==> config.mk <==
export PLATFORM = sky130hd
export DESIGN_NAME = if_stage_flat
export DESIGN_NICKNAME = d
export VERILOG_FILES = /design/src/rtl/if_stage_if.sv /design/src/rtl/if_stage.sv /design/src/flat_wrapper.sv
export SDC_FILE = /design/constraint.sdc
export NUM_CORES = 2
export LEC_CHECK = 0
export BUFFER_PORTS_ARGS = -buffer_cell sky130_fd_sc_hd__buf_4
export CAP_MARGIN = 10
export CELL_PAD_IN_SITES_DETAIL_PLACEMENT = 2
export CELL_PAD_IN_SITES_GLOBAL_PLACEMENT = 2
export CORE_AREA = 4 4 444 446
export CTS_BUF_LIST = sky130_fd_sc_hd__clkbuf_4 sky130_fd_sc_hd__clkbuf_8
export DETAILED_ROUTE_END_ITERATION = 8
export DIE_AREA = 0 0 448 450
export PLACE_DENSITY_LB_ADDON = 0.1
export SLEW_MARGIN = 40
export SYNTH_ARGS = -nofsm -noshare
export SYNTH_HDL_FRONTEND = slang
export SYNTH_SLANG_ARGS = --single-unit
==> constraint.sdc <==
create_clock -name clk -period 16.2 [get_ports clk]
set_input_delay 0.81 -clock clk [delete_from_list [all_inputs] [get_ports clk]]
set_output_delay 0.81 -clock clk [all_outputs]
set_load 0.01 [all_outputs]
==> src/rtl/if_stage_if.sv <==
// rtl/if_stage_if.sv - instruction memory fetch bus between IF stage and imem
interface if_stage_if;
    logic [31:0] imem_addr;
    logic [31:0] imem_rdata;

    // Fetch stage drives the address and consumes the same-cycle instruction word
    modport master (
        output imem_addr,
        input  imem_rdata
    );

    // Instruction memory answers combinationally
    modport slave (
        input  imem_addr,
        output imem_rdata
    );
endinterface

==> src/rtl/if_stage.sv <==
// rtl/if_stage.sv - instruction fetch stage with BHT/BTB branch prediction
module if_stage #(
    parameter logic [31:0] RESET_PC  = 32'h0000_0000,
    parameter logic [31:0] NOP_INSTR = 32'h0000_0013
) (
    input  logic              clk,
    input  logic              rst,
    input  logic              stall,
    input  logic              redirect_en,
    input  logic [31:0]       redirect_pc,
    input  logic              upd_en,
    input  logic [31:0]       upd_pc,
    input  logic              upd_taken,
    input  logic [31:0]       upd_target,
    if_stage_if.master        imem,
    output logic [31:0]       instr_IF,
    output logic [31:0]       pc_IF,
    output logic [31:0]       pcnext_IF,
    output logic              prediction_IF
);

    localparam int ENTRIES = 16;

    logic [31:0] pc;
    logic [31:0] pc_plus4;
    logic [31:0] next_pc;

    logic [1:0]  bht        [ENTRIES];
    logic        btb_valid  [ENTRIES];
    logic [25:0] btb_tag    [ENTRIES];
    logic [31:0] btb_target [ENTRIES];

    logic [3:0]  lookup_idx;
    logic        btb_hit;
    logic        pred_taken;
    logic [3:0]  upd_idx;

    // Word-alignment bits of the update address carry no predictor information
    logic        unused_upd_bits;
    assign unused_upd_bits = ^upd_pc[1:0];

    assign imem.imem_addr = pc;
    assign pc_plus4       = pc + 32'd4;
    assign lookup_idx     = pc[5:2];
    assign upd_idx        = upd_pc[5:2];

    // Prediction reads the tables as they stand before this edge's update
    always_comb begin
        btb_hit    = btb_valid[lookup_idx] && (btb_tag[lookup_idx] == pc[31:6]);
        pred_taken = btb_hit && bht[lookup_idx][1];
    end

    // Next-PC priority: correction beats stall, stall beats prediction
    always_comb begin
        next_pc = pc_plus4;
        if (redirect_en) begin
            next_pc = redirect_pc;
        end else if (stall) begin
            next_pc = pc;
        end else if (pred_taken) begin
            next_pc = btb_target[lookup_idx];
        end
    end

    // PC register and IF/ID pipeline register
    always_ff @(posedge clk) begin
        if (rst) begin
            pc            <= RESET_PC;
            instr_IF      <= NOP_INSTR;
            pc_IF         <= 32'd0;
            pcnext_IF     <= 32'd0;
            prediction_IF <= 1'b0;
        end else begin
            pc <= next_pc;
            if (redirect_en) begin
                instr_IF      <= NOP_INSTR;
                pc_IF         <= 32'd0;
                pcnext_IF     <= 32'd0;
                prediction_IF <= 1'b0;
            end else if (!stall) begin
                instr_IF      <= imem.imem_rdata;
                pc_IF         <= pc;
                pcnext_IF     <= pc_plus4;
                prediction_IF <= pred_taken;
            end
        end
    end

    // Predictor training from resolved branches, independent of pipeline flow control
    always_ff @(posedge clk) begin
        if (rst) begin
            for (int i = 0; i < ENTRIES; i++) begin
                bht[i]        <= 2'b01;
                btb_valid[i]  <= 1'b0;
                btb_tag[i]    <= 26'd0;
                btb_target[i] <= 32'd0;
            end
        end else if (upd_en) begin
            if (upd_taken) begin
                if (bht[upd_idx] != 2'b11) begin
                    bht[upd_idx] <= bht[upd_idx] + 2'b01;
                end
                btb_valid[upd_idx]  <= 1'b1;
                btb_tag[upd_idx]    <= upd_pc[31:6];
                btb_target[upd_idx] <= upd_target;
            end else if (bht[upd_idx] != 2'b00) begin
                bht[upd_idx] <= bht[upd_idx] - 2'b01;
            end
        end
    end

endmodule
==> src/flat_wrapper.sv <==
// flat-port wrapper written by rule: the top's interface ports become plain ports
module if_stage_flat 
#(
    parameter logic [31:0] RESET_PC  = 32'h0000_0000,
    parameter logic [31:0] NOP_INSTR = 32'h0000_0013
)
  (clk, rst, stall, redirect_en, redirect_pc, upd_en, upd_pc, upd_taken, upd_target, instr_IF, pc_IF, pcnext_IF, prediction_IF, imem_imem_addr, imem_imem_rdata);
  if_stage_if imem_i ();
  input  logic clk;
  input  logic rst;
  input  logic stall;
  input  logic redirect_en;
  input  logic [31:0] redirect_pc;
  input  logic upd_en;
  input  logic [31:0] upd_pc;
  input  logic upd_taken;
  input  logic [31:0] upd_target;
  output logic [31:0] instr_IF;
  output logic [31:0] pc_IF;
  output logic [31:0] pcnext_IF;
  output logic prediction_IF;
  output wire logic [$bits(imem_i.imem_addr)-1:0] imem_imem_addr;
  input wire logic [$bits(imem_i.imem_rdata)-1:0] imem_imem_rdata;
  assign imem_imem_addr = imem_i.imem_addr;
  assign imem_i.imem_rdata = imem_imem_rdata;
  if_stage #(.RESET_PC(RESET_PC), .NOP_INSTR(NOP_INSTR)) u_core (.clk(clk), .rst(rst), .stall(stall), .redirect_en(redirect_en), .redirect_pc(redirect_pc), .upd_en(upd_en), .upd_pc(upd_pc), .upd_taken(upd_taken), .upd_target(upd_target), .imem(imem_i), .instr_IF(instr_IF), .pc_IF(pc_IF), .pcnext_IF(pcnext_IF), .prediction_IF(prediction_IF));
endmodule
Word level (Yosys, flattened, before mapping)
Memories as Yosys holds them, arrays and structs flattened. A register that Yosys moved wholly into a read port is not among the register bits.
Index checks and enable logic that the tools add are counted.
{ "word_totals": {"elab_cells": 64, "in_bits": 134, "ff_bits": 129, "memories": 4, "mem_bits_rw": 976, "out_inout_bits": 129} }
{ "mem_list": {"columns": ["name", "depth", "word_bits", "rd", "rd_ports_with_merged_regs", "wr", "line_no", "source"], "rows": [
  ["u_core.btb_target", 16, 32, 1, 1, 16, "if_stage.sv:31", "logic [31:0] btb_target [ENTRIES];"],
  ["u_core.btb_tag", 16, 26, 1, 1, 16, "if_stage.sv:30", "logic [25:0] btb_tag [ENTRIES];"],
  ["u_core.bht", 16, 2, 2, 1, 16, "if_stage.sv:28", "logic [1:0] bht [ENTRIES];"],
  ["u_core.btb_valid", 16, 1, 1, 1, 16, "if_stage.sv:29", "logic btb_valid [ENTRIES];"]
]} }
{ "classes": {"add_sub_neg": 3, "muxes": 40, "eq_ne": 3, "n_bitwise": 1, "reduce_logical": 8} }
{ "op_table": {"columns": ["cell", "n"], "rows": [
  ["32-bit two-way mux", 4],
  ["4-bit two-way mux", 12],
  ["32-bit by 3-bit adder with 32-bit output (second input constant)", 1],
  ["32-bit OR reduction", 1],
  ["26-bit equality test", 1],
  ["26-bit two-way mux", 1],
  ["26-bit OR reduction", 1],
  ["1-bit two-way mux", 21],
  ["2-bit two-way mux", 2],
  ["2-bit OR reduction", 2],
  ["2-bit by 1-bit adder with 2-bit output (second input constant)", 1],
  ["1-bit logical AND", 2],
  ["2-bit by 1-bit != test with 1-bit output (second input constant)", 1],
  ["2-bit != test (second input constant)", 1],
  ["2-bit nonzero test", 1],
  ["2-bit by 1-bit subtractor with 2-bit output (second input constant)", 1],
  ["1-bit bitwise OR", 1],
  ["1-bit OR reduction", 1]
]} }

Logic depth before layout (Yosys ltp)
An unclocked memory read counts as a cell.
{ "logic_depth": {"ltp_word": 10, "depth_mapped": 16} }

Worst setup path after synthesis
No wires, ideal clock.
{ "synth_timing": {"path_kind": "input to register", "startpoint": "input upd_pc[2]", "endpoint": "memory u_core.btb_tag[12][0] (enable)", "path_buffers": 2, "setup_ps": 554, "path_stages": 4, "arrival_ps": 5732, "required_ps": 15646, "slack_ps": 9914, "path_cell_list": "buf_1 -> or2_2 -> clkbuf_1 -> o21ai_0"} }
{ "synth_rtl": {"columns": ["item", "line_no", "source"], "rows": [
  ["from (decl)", "flat_wrapper.sv:15", "input logic [31:0] upd_pc;"],
  ["to (decl)", "if_stage.sv:30", null]
]} }

==> flow_summary.ini <==
[status]
status = finished clean

[drt]
via_per_inst = 4.84
post_drt_wl_per_cell_um = 31.9
dr.pass1.iters = 5
ant_nets = 0
routed_wl_mm = 205
top_layer_used = met5
num_vias = 31100
met1Wirelength_mm = 90.2
wl_met2_mm = 99.8
drc_errors = 0
wl_met3_mm = 10.5
drtIter0Drc = 2424

[sta]
relSlewSlack_pct = 41.0
setup_ws_ns = 9.52
clock_skew_ns = 0.0405
slew_violations = 0
hold_viol_final = 0
post-route-period-util_pct = 41.2
rsz0062_at_grt = false
final.setup.tns_ns = 0
finalSetupViolCount = 0
min_period_ns = 6.68
fmax_ghz = 0.150
worst_pin_slew_ns = 0.883

[synth]
synth_seq_cells = 1107
postSynth.asyncResetShare_pct = 0
synth_edf_count = 960
syn-num-nets = 3562
synth_top_area_share_pct = 57.6
synth.top_cells.by_count = 960 x edfxtp_1, 936 x and2_1, 263 x mux4_2
synth_cell_types = 60
synthesis.area_um2 = 50100
synth_area_leader_cell = edfxtp_1
synth_most_common_cell = edfxtp_1
synth_seq_area_share_pct = 63.5
synth_cells = 3427
avgSynthCellArea_um2 = 14.6
yosys_most_used_dff = edfxtp_1
yosys_warnings = 0
ys_top_cells_by_area = edfxtp_1 58%, mux4_2 12%, and2_1 12%

[final_layout]
design_area_um2 = 59500
final_nets = 3857
syn_to_final_growth_pct = 18.8
drive_gt1_share_pct = 25.9
nFillCells = 19900
final_util_pct = 30.9

[grt]
grt_pass1_vias = 34700
grt_max_degree = 91
grt_antenna_before_repair = 39
grt-ovfl-total = 0
grt_pass1_wl_mm = 282
gr-usage-all-layers_pct = 20.0

[floorplanning]
num_rows = 161
die_y_um = 450
dieArea_um2 = 202000
num_io_pins = 263
core_area_um2 = 193000
die_w_um = 448
start_util_pct = 26.0

[pwr]
ir_worst_vdd_uv = 89.3
p_leak_nw = 20.9
power.density_nw_per_um2 = 112

[critical_path]
critPathMaxFanout = 37
crit_cells = 12
critPathCaptureType = flip-flop
path_delay_family = simple AND/OR/NAND/NOR gates
slowest_delay_ns = 0.73
slowest_stage = buf_4
critPathRequiredTime_ns = 17.03
reg2reg_depth = 12
r2r-end = u_core.imem.imem_addr[13]
endpoint = u_core.imem.imem_addr[13]
cp_cell_sequence = buf_4, buf_4, buf_4, mux4_2, mux2i_1, mux2i_1, xor2_1, or3_1, or4_1, or4_4, or4_1, and3_1
worstSetupPathType = flip-flop to flip-flop
crit_buf_inv = 3
reg2reg_slack_ns = 9.52
cp_common_cell = buf_4
cp.arrival_ns = 7.51
worstSetupStartpointType = flip-flop

[clocking]
path_clk_slew_ns = 0.06
cts_tree = built
numCtsBuffers = 202
postCtsSetupBuffers = 0
clockBufferDepth = 3
htree_levels = 4
root_buffer = clkbuf_8
cts.sinks = 1107
insertion_delay_ns = 0.95
cts_hold_buf = 30
cts-resized-gates = 0

[placed_design]
dp.final_hpwl_mm = 123
place_area_um2 = 55100
place.gp.congestion = 0.778
preCtsSetupSlack_ns = 9.31
port_buffers = 260

[worst_hold_path]
hold_path_class = primary input to flip-flop

[run]
drv_cap = 0
worst min path at each step:
stage	end	depth (start not counted)	slack (ns)	start
2_1_floorplan	u_core.btb_valid[3]	1	0.42	u_core.btb_valid[3]
5_1_grt	u_core.imem.imem_addr[15]	3	0.06	redirect_pc[15]
3_3_place_gp	u_core.btb_valid[12]	1	0.43	u_core.btb_valid[12]
6_report	u_core.imem.imem_addr[15]	3	0.12	redirect_pc[15]
4_1_cts	u_core.imem.imem_addr[18]	3	0.0004	redirect_pc[18]
3_5_place_dp	u_core.btb_valid[6]	1	0.45	u_core.btb_valid[6]
power by group:
group / internal [mW] / switching [mW]
clock network: 1.44 / 1.24
registers: 3.24 / 0.0669
logic: 0.257 / 0.430
cells by family (layout without fill, tap and decap cells):
group	count (synthesis)	in the layout	synth area share, %
AO/OA/AOI/OAI	203	203	2.64
XOR/XNOR	66	66	1.15
adder cells (fa/ha/maj)	1	1	0.0250
buffers and inverters	315	771	2.65
flip-flops	1107	1107	63.5
multiplexers	421	421	15.0
other	0	14	0
AND/OR/NAND/NOR	1314	1314	15.1
routing by layer:
metal	GRT usage, %	vias up
met5	0	-
met2	33.9	930
met4	5.15	8
met3	3.40	259
met1	26.6	16700
li1	-	13200
flip-flops by register name, summed over array words and instances, names as in the netlist, named ones only:
signal / flops
u_core.btb_tag: 416
u_core.instr_IF: 32
u_core.pc_IF: 30
u_core.pcnext_IF: 32
u_core.prediction_IF: 1
u_core.btb_valid: 16
u_core.bht: 32
u_core.btb_target: 512
u_core.imem.imem_addr: 32
placed cells by master (no fill, tap or decap), drive strengths merged, types with 18 or more instances in the layout:
master         n
a21o          18
clkbuf       284
dfxtp        147
clkinv        70
o21ai         70
and2         938
nor3          21
edfxtp       960
nand3         26
xor2          19
nor2         163
mux4         263
dlygate4sd3   30
buf          364
xnor2         47
a21oi         36
mux2i        149
nand2         98
worst min-delay path: cells and delay by family:
family,cells,cell delay [ns]
AO/OA/AOI/OAI,1,0.06
AND/OR/NAND/NOR,1,0.05
buffers and inverters,1,0.08
layout make-up:
type	count	area, um^2	area share, %
inverter	12	47.5	0.0799
clock inverter	81	498	0.837
timing repair buffer	394	3200	5.38
sequential	1107	31800	53.4
multi-input combinational	2005	17300	29.1
tap	2526	3160	5.31
clock buffer	284	3470	5.83
antenna	14	35.0	0.0589
stage by stage:
step           hold WS (ns)  instances  power (mW)
5_1_grt              0.0612       6413        6.95
3_3_place_gp          0.435       6006        4.04
4_1_cts            0.000389       6407        6.79
3_5_place_dp          0.451       6012        4.06
6_report              0.115       6423        6.67
2_1_floorplan         0.423       3427        3.71
Power figures use the tool's default switching activity.
